## src/rtl/sound_arbiter_pkg.sv

```systemverilog
`default_nettype none
// ============================================================================
// Module   : sound_arbiter_pkg
// Purpose  : Shared types and constants for the buzzer arbiter: state
//            encoding, active-source encoding and counter widths.
// Revision : 1.0 - initial release
// ============================================================================
package sound_arbiter_pkg;

    // Counter widths: tone half-period counter and millisecond counter
    localparam int c_TONE_W = 16;
    localparam int c_MS_W   = 10;

    // Arbiter state encoding
    typedef logic [2:0] state_t;

    localparam state_t c_ST_IDLE  = 3'd0;
    localparam state_t c_ST_WARN  = 3'd1;
    localparam state_t c_ST_HIT   = 3'd2;
    localparam state_t c_ST_OVER1 = 3'd3;
    localparam state_t c_ST_OVER2 = 3'd4;
    localparam state_t c_ST_OVER3 = 3'd5;

    // Source-now-playing encoding; numeric order matches priority
    localparam logic [1:0] c_SRC_NONE = 2'd0;
    localparam logic [1:0] c_SRC_WARN = 2'd1;
    localparam logic [1:0] c_SRC_HIT  = 2'd2;
    localparam logic [1:0] c_SRC_OVER = 2'd3;

    // Map an arbiter state onto the source it represents
    function automatic logic [1:0] state_to_src(input state_t s);
        logic [1:0] v;
        v = c_SRC_NONE;
        case (s)
            c_ST_WARN:                        v = c_SRC_WARN;
            c_ST_HIT:                         v = c_SRC_HIT;
            c_ST_OVER1, c_ST_OVER2, c_ST_OVER3: v = c_SRC_OVER;
            default:                          v = c_SRC_NONE;
        endcase
        return v;
    endfunction

endpackage
`default_nettype wire

```

## src/rtl/sound_arbiter_tone_gen.sv

```systemverilog
`default_nettype none
// ============================================================================
// Module   : sound_arbiter_tone_gen
// Purpose  : Square-wave generator. The output toggles every 'half' enabled
//            clocks; 'clear' restarts the phase with the output low.
// Revision : 1.0 - initial release
// ============================================================================
module sound_arbiter_tone_gen
    import sound_arbiter_pkg::*;
(
    input  logic                clk,
    input  logic                rst,     // asynchronous, active low
    input  logic                clear,
    input  logic [c_TONE_W-1:0] half,    // must be >= 2
    input  logic                en,
    output logic                wave
);

    localparam logic [c_TONE_W-1:0] c_ONE = c_TONE_W'(1);

    logic [c_TONE_W-1:0] r_cnt;
    logic                r_wave;
    logic                w_last;

    // Last count of the current half period
    assign w_last = (r_cnt == (half - c_ONE));

    // Half-period counter and output toggle; clear has priority over counting
    always_ff @(posedge clk or negedge rst) begin
        if (!rst) begin
            r_cnt  <= '0;
            r_wave <= 1'b0;
        end else if (clear) begin
            r_cnt  <= '0;
            r_wave <= 1'b0;
        end else if (en) begin
            if (w_last) begin
                r_cnt  <= '0;
                r_wave <= ~r_wave;
            end else begin
                r_cnt  <= r_cnt + c_ONE;
            end
        end
    end

    assign wave = r_wave;

endmodule
`default_nettype wire

```

## src/rtl/sound_arbiter.sv

```systemverilog
`default_nettype none
// ============================================================================
// Module   : sound_arbiter
// Purpose  : Shares the buzzer between hit chirp, countdown warning tick and
//            the three-note game-over jingle. Fixed priority OVER > HIT >
//            WARN with preemption; one tone generator is fed the half period
//            of whichever sound is playing.
// Options  : SOUND_MUTE_EN - adds a 'mute' input that forces beep low while
//            the arbiter, counters and status outputs keep running.
// Revision : 1.0 - initial release
// ============================================================================
module sound_arbiter
    import sound_arbiter_pkg::*;
#(
    // Every *_HALF value must lie in [2, 65535]
    parameter int HIT_HALF     = 28409,
    parameter int WARN_HALF    = 56818,
    parameter int OVER_HALF0   = 28409,
    parameter int OVER_HALF1   = 37936,
    parameter int OVER_HALF2   = 56818,
    parameter int HIT_MS       = 100,
    parameter int WARN_MS      = 50,
    parameter int OVER_NOTE_MS = 300
) (
    input  logic       clk,
    input  logic       rst,          // asynchronous, active low
    input  logic       tick_ms,
    input  logic       req_hit,
    input  logic       req_warn,
    input  logic       req_over,
`ifdef SOUND_MUTE_EN
    input  logic       mute,
`endif
    output logic       beep,
    output logic       busy,
    output logic [1:0] active_src
);

    localparam logic [c_TONE_W-1:0] c_HIT_HALF   = c_TONE_W'(HIT_HALF);
    localparam logic [c_TONE_W-1:0] c_WARN_HALF  = c_TONE_W'(WARN_HALF);
    localparam logic [c_TONE_W-1:0] c_OVER_HALF0 = c_TONE_W'(OVER_HALF0);
    localparam logic [c_TONE_W-1:0] c_OVER_HALF1 = c_TONE_W'(OVER_HALF1);
    localparam logic [c_TONE_W-1:0] c_OVER_HALF2 = c_TONE_W'(OVER_HALF2);

    // Last ms count of each note; the note ends on the tick seen at this count
    localparam logic [c_MS_W-1:0] c_HIT_END  = c_MS_W'(HIT_MS - 1);
    localparam logic [c_MS_W-1:0] c_WARN_END = c_MS_W'(WARN_MS - 1);
    localparam logic [c_MS_W-1:0] c_OVER_END = c_MS_W'(OVER_NOTE_MS - 1);
    localparam logic [c_MS_W-1:0] c_MS_ONE   = c_MS_W'(1);

    state_t              r_state;
    state_t              w_next;
    logic                w_enter;     // (re)entering a sounding state
    logic                w_clear;     // restart tone and ms counters
    logic                w_note_end;
    logic [c_MS_W-1:0]   r_ms_cnt;
    logic [c_MS_W-1:0]   w_dur_end;
    logic [c_TONE_W-1:0] w_half;
    logic                w_wave;

    // Tone half period and note length of the sound now playing
    always_comb begin
        w_half    = c_HIT_HALF;
        w_dur_end = c_HIT_END;
        case (r_state)
            c_ST_WARN: begin
                w_half    = c_WARN_HALF;
                w_dur_end = c_WARN_END;
            end
            c_ST_HIT: begin
                w_half    = c_HIT_HALF;
                w_dur_end = c_HIT_END;
            end
            c_ST_OVER1: begin
                w_half    = c_OVER_HALF0;
                w_dur_end = c_OVER_END;
            end
            c_ST_OVER2: begin
                w_half    = c_OVER_HALF1;
                w_dur_end = c_OVER_END;
            end
            c_ST_OVER3: begin
                w_half    = c_OVER_HALF2;
                w_dur_end = c_OVER_END;
            end
            default: begin
                w_half    = c_HIT_HALF;
                w_dur_end = c_HIT_END;
            end
        endcase
    end

    assign w_note_end = (r_state != c_ST_IDLE) && tick_ms && (r_ms_cnt == w_dur_end);

    // Next state: granted requests are judged against the current state and
    // take precedence over the note-end transition of the same cycle
    always_comb begin
        w_next  = r_state;
        w_enter = 1'b0;
        if (req_over && (r_state != c_ST_OVER1) && (r_state != c_ST_OVER2) &&
            (r_state != c_ST_OVER3)) begin
            w_next  = c_ST_OVER1;
            w_enter = 1'b1;
        end else if (req_hit && ((r_state == c_ST_IDLE) || (r_state == c_ST_WARN) ||
                                 (r_state == c_ST_HIT))) begin
            w_next  = c_ST_HIT;
            w_enter = 1'b1;
        end else if (req_warn && (r_state == c_ST_IDLE)) begin
            w_next  = c_ST_WARN;
            w_enter = 1'b1;
        end else if (w_note_end) begin
            case (r_state)
                c_ST_OVER1: begin
                    w_next  = c_ST_OVER2;
                    w_enter = 1'b1;
                end
                c_ST_OVER2: begin
                    w_next  = c_ST_OVER3;
                    w_enter = 1'b1;
                end
                default: begin
                    w_next  = c_ST_IDLE;
                    w_enter = 1'b0;
                end
            endcase
        end
    end

    // Counters restart on every entry and are held at zero while idle
    assign w_clear = w_enter || (w_next == c_ST_IDLE);

    // Arbiter state register
    always_ff @(posedge clk or negedge rst) begin
        if (!rst) begin
            r_state <= c_ST_IDLE;
        end else begin
            r_state <= w_next;
        end
    end

    // Millisecond duration counter of the current note
    always_ff @(posedge clk or negedge rst) begin
        if (!rst) begin
            r_ms_cnt <= '0;
        end else if (w_clear) begin
            r_ms_cnt <= '0;
        end else if (tick_ms) begin
            r_ms_cnt <= r_ms_cnt + c_MS_ONE;
        end
    end

    sound_arbiter_tone_gen u_tone (
        .clk   (clk),
        .rst   (rst),
        .clear (w_clear),
        .half  (w_half),
        .en    (r_state != c_ST_IDLE),
        .wave  (w_wave)
    );

    assign busy       = (r_state != c_ST_IDLE);
    assign active_src = state_to_src(r_state);

`ifdef SOUND_MUTE_EN
    // Muting only gates the pin so the waveform phase is kept
    assign beep = w_wave & ~mute;
`else
    assign beep = w_wave;
`endif

endmodule
`default_nettype wire

```

## config.mk

```make
export PLATFORM = sky130hd
export DESIGN_NAME = sound_arbiter
export DESIGN_NICKNAME = d
export VERILOG_FILES = /design/src/rtl/sound_arbiter_pkg.sv /design/src/rtl/sound_arbiter_tone_gen.sv /design/src/rtl/sound_arbiter.sv
export SDC_FILE = /design/constraint.sdc
export NUM_CORES = 1
export LEC_CHECK = 0
export BUFFER_PORTS_ARGS = -buffer_cell sky130_fd_sc_hd__buf_2
export CAP_MARGIN = 30
export CORE_ASPECT_RATIO = 0.8
export CORE_MARGIN = 2
export CORE_UTILIZATION = 45
export DETAILED_ROUTE_END_ITERATION = 7
export HOLD_SLACK_MARGIN = 0.06
export PLACE_DENSITY = 0.67
export REMOVE_ABC_BUFFERS = 1
export SETUP_SLACK_MARGIN = 0.1
export SYNTH_ARGS = -nofsm -noshare
export SYNTH_HDL_FRONTEND = slang
export SYNTH_SLANG_ARGS = --single-unit
```

## constraint.sdc

```tcl
create_clock -name clk -period 4.6 [get_ports clk]
set_input_delay 0.92 -clock clk [delete_from_list [all_inputs] [get_ports clk]]
set_output_delay 0.92 -clock clk [all_outputs]
set_load 0.01 [all_outputs]
```

==> impl_metrics.env <==
export IMPL_run_status="finished, final reports clean"
export IMPL_tns_ns=0
export IMPL_holdPathStages=2
export IMPL_drv_cap=0
export IMPL_synth_most_common_cell="dfrtp_1"
export IMPL_area_delta_synth_final_pct=7.13
export IMPL_crit_type="reg -> reg"
export IMPL_cts_resized=0
export IMPL_synth_edf_count=0
export IMPL_cp_slowest_cell="nand2_1"
export IMPL_die_area_um2=4750
export IMPL_dp_cells=261
export IMPL_path_cells="nand2b_4 -> or4b_4 -> a211oi_4 -> nand3_1 -> nand2_1 -> nor3_1"
export IMPL_critical_path_peak_fanout=16
export IMPL_design_core_area_um2=4130
export IMPL_grt_max_degree=31
export IMPL_netlist_area_leader_share_pct=39.6
export IMPL_worstHoldStart="r_ms_cnt[9]"
export IMPL_synth_common_cells="dfrtp_1, nand2_1, nor2_1, xor2_1, nand3_1"
export IMPL_arrival_ns=3.00
export IMPL_synth_ff_type="dfrtp_1"
export IMPL_grt_overflow=0
export IMPL_nets=219
export IMPL_ys_types=46
export IMPL_fmax_mhz=346
export IMPL_drc=0
export IMPL_nFillCells=418
export IMPL_synth_seq_cells=30
export IMPL_fin_crit_sh_pct=62.9
export IMPL_cts_hold_fix_buffers=0
export IMPL_grt_pass1_wl_um=6440
export IMPL_clockBufferDepth=2
export IMPL_min_period_ns=2.89
export IMPL_rows=21
export IMPL_firstDrtPassIters=4
export IMPL_drive_gt1_share_pct=16.2
export IMPL_synth_warning_count=0
export IMPL_powerDensity_nw_per_um2=373
export IMPL_holdWs_ns=0.543
export IMPL_hold_viol_final=0
export IMPL_pre_cts_slack_ns=1.69
export IMPL_p_leak_nw=0.845
export IMPL_r2r_end="u_tone.r_cnt[8]"
export IMPL_numCtsBuffers=5
export IMPL_reg2reg_depth=6
export IMPL_port_buffers=9
export IMPL_synth_area_leader_cell="dfrtp_1"
export IMPL_r2r_start="r_state[1]"
export IMPL_synth_area_per_cell_um2=9.25
export IMPL_die_h_um=62.1
export IMPL_post_drt_wl_per_cell_um=13.6
export IMPL_vias=1427
export IMPL_initial_core_util_pct=46.0
export IMPL_cts_sinks=30
export IMPL_ys_seq_area_share_pct=39.6
export IMPL_rsz0062_at_grt="false"
export IMPL_antenna_cells=0
export IMPL_grt_pass1_vias=1384
export IMPL_antenna_found_initial=0
export IMPL_synth_area_leaders="dfrtp_1, xor2_1, nor3_2"
export IMPL_cts_tree="done"
export IMPL_track_usage_pct=17.5
export IMPL_reg2reg_slack_ns=1.71
export IMPL_final_setup_viol_count=0
export IMPL_path_clk_slew_ns=0.06
export IMPL_cts_root_buf="clkbuf_8"
export IMPL_io_pins=10
export IMPL_via_per_inst=5.34
export IMPL_cts_max_level=2
export IMPL_finalWorstSetupSlack_ns=1.71
export IMPL_syn_area_um2=1900
export IMPL_timing_critical_path_to_type="flop"
export IMPL_skew_ns=0.00704
export IMPL_timing_final_max_slew_violations=0
export IMPL_dp_final_hpwl_um=2560
export IMPL_hp_class="reg -> reg"
export IMPL_cp_required_ns=4.71
export IMPL_postCtsSetupRepairBufs=0
export IMPL_worstMarginPinSlew_ns=0.923
export IMPL_clk_latency_ns=0.27
export IMPL_synth_async_sr_flop_share_pct=100
export IMPL_final_cell_count_no_fill=267
export IMPL_synthCells=205
export IMPL_startpoint_type="flop"
export IMPL_postRouteAntennaNets=0
export IMPL_slew_headroom_pct=38.5
export IMPL_critPathMaxStageDelay_ns=0.69
export IMPL_peakVddDrop_uv=194
export IMPL_min_to="r_ms_cnt[9]"
export IMPL_routed_wl_um=3640
export IMPL_drt_initial_drc_count=71
export IMPL_place_congestion=0.775
export IMPL_die_w_um=76.6
-- how the worst max path moves through the flow --
stage / end / startpoint
4_1_cts: u_tone.r_cnt[8] / r_state[1]
2_1_floorplan: u_tone.r_cnt[1] / r_state[1]
3_3_place_gp: u_tone.r_cnt[6] / r_state[1]
3_5_place_dp: u_tone.r_cnt[8] / r_state[1]
6_report: u_tone.r_cnt[8] / r_state[1]
5_1_grt: u_tone.r_cnt[8] / r_state[1]
-- layout make-up --
type / instances / area [µm²] / area share [%]
clock buffers: 6 / 82.6 / 4.07
repair buffers: 9 / 45.0 / 2.22
inverters: 4 / 15.0 / 0.739
well taps: 57 / 71.3 / 3.51
multi-input cells: 161 / 1070 / 52.5
flip-flops and latches: 30 / 751 / 37.0
-- report_power, final --
group / switching (mW) / internal (mW)
combinational: 0.121 / 0.0796
sequential: 0.0570 / 0.294
clock: 0.0901 / 0.115
total: 0.268 / 0.489
-- worst max-delay path, delay by kind of cell (launching register included) --
kind / cells / cell delay, ns
and+or+nand+nor: 5 / 1.95
DFF: 1 / 0.53
AOI/OAI and AO/OA: 1 / 0.26
-- cell families (layout without fill, tap and decap cells) --
family	after synthesis	count (layout)	synth area share, %
AND/OR/NAND/NOR	105	105	30.6
flip-flops	30	30	39.6
AO/OA/AOI/OAI	26	26	11.2
XOR/XNOR	26	26	12.0
buffers and inverters	14	19	4.16
adder cells (fa/ha/maj)	2	2	1.32
multiplexers	2	2	1.12
-- state kept, by name, summed over array words and instances, names as in the netlist --
register      count
u_tone.wave       1
r_state           3
r_ms_cnt         10
u_tone.r_cnt     16
-- cell usage in the layout, fill, tap and decap left out, types with 3 or more instances in the layout --
master | netlist | final
nor3_2 | 10 | 10
nor3_1 | 10 | 10
nand3_1 | 13 | 13
dfrtp_1 | 30 | 30
nand4_1 | 6 | 6
clkbuf_8 | 0 | 6
a21oi_1 | 4 | 4
nor2_1 | 22 | 22
buf_2 | 3 | 9
xor2_1 | 16 | 16
o21ai_0 | 5 | 5
xnor2_1 | 10 | 10
nand2_1 | 24 | 24
inv_1 | 4 | 4
nand3b_1 | 3 | 3
-- metal layers --
metal | track usage (%) | vias to the layer above | share of wire (%)
li1 | - | 729 | -
met1 | 24.3 | 672 | 53
met2 | 27.9 | 22 | 43
met3 | 4.05 | 4 | 3.7
met4 | 5.45 | 0 | 0.99
met5 | 0 | - | 0
-- through the flow --
step	cell area, µm²	total power, mW	utilization [%]
final	2030	0.757	49.2
after global routing	2030	0.807	49.2
after CTS	2030	0.763	49.2
after detailed placement	1950	0.555	47.2
after global placement	1950	0.553	47.2
after floorplan	1830	0.497	-
No activity file was read; power rests on OpenSTA's default activity.
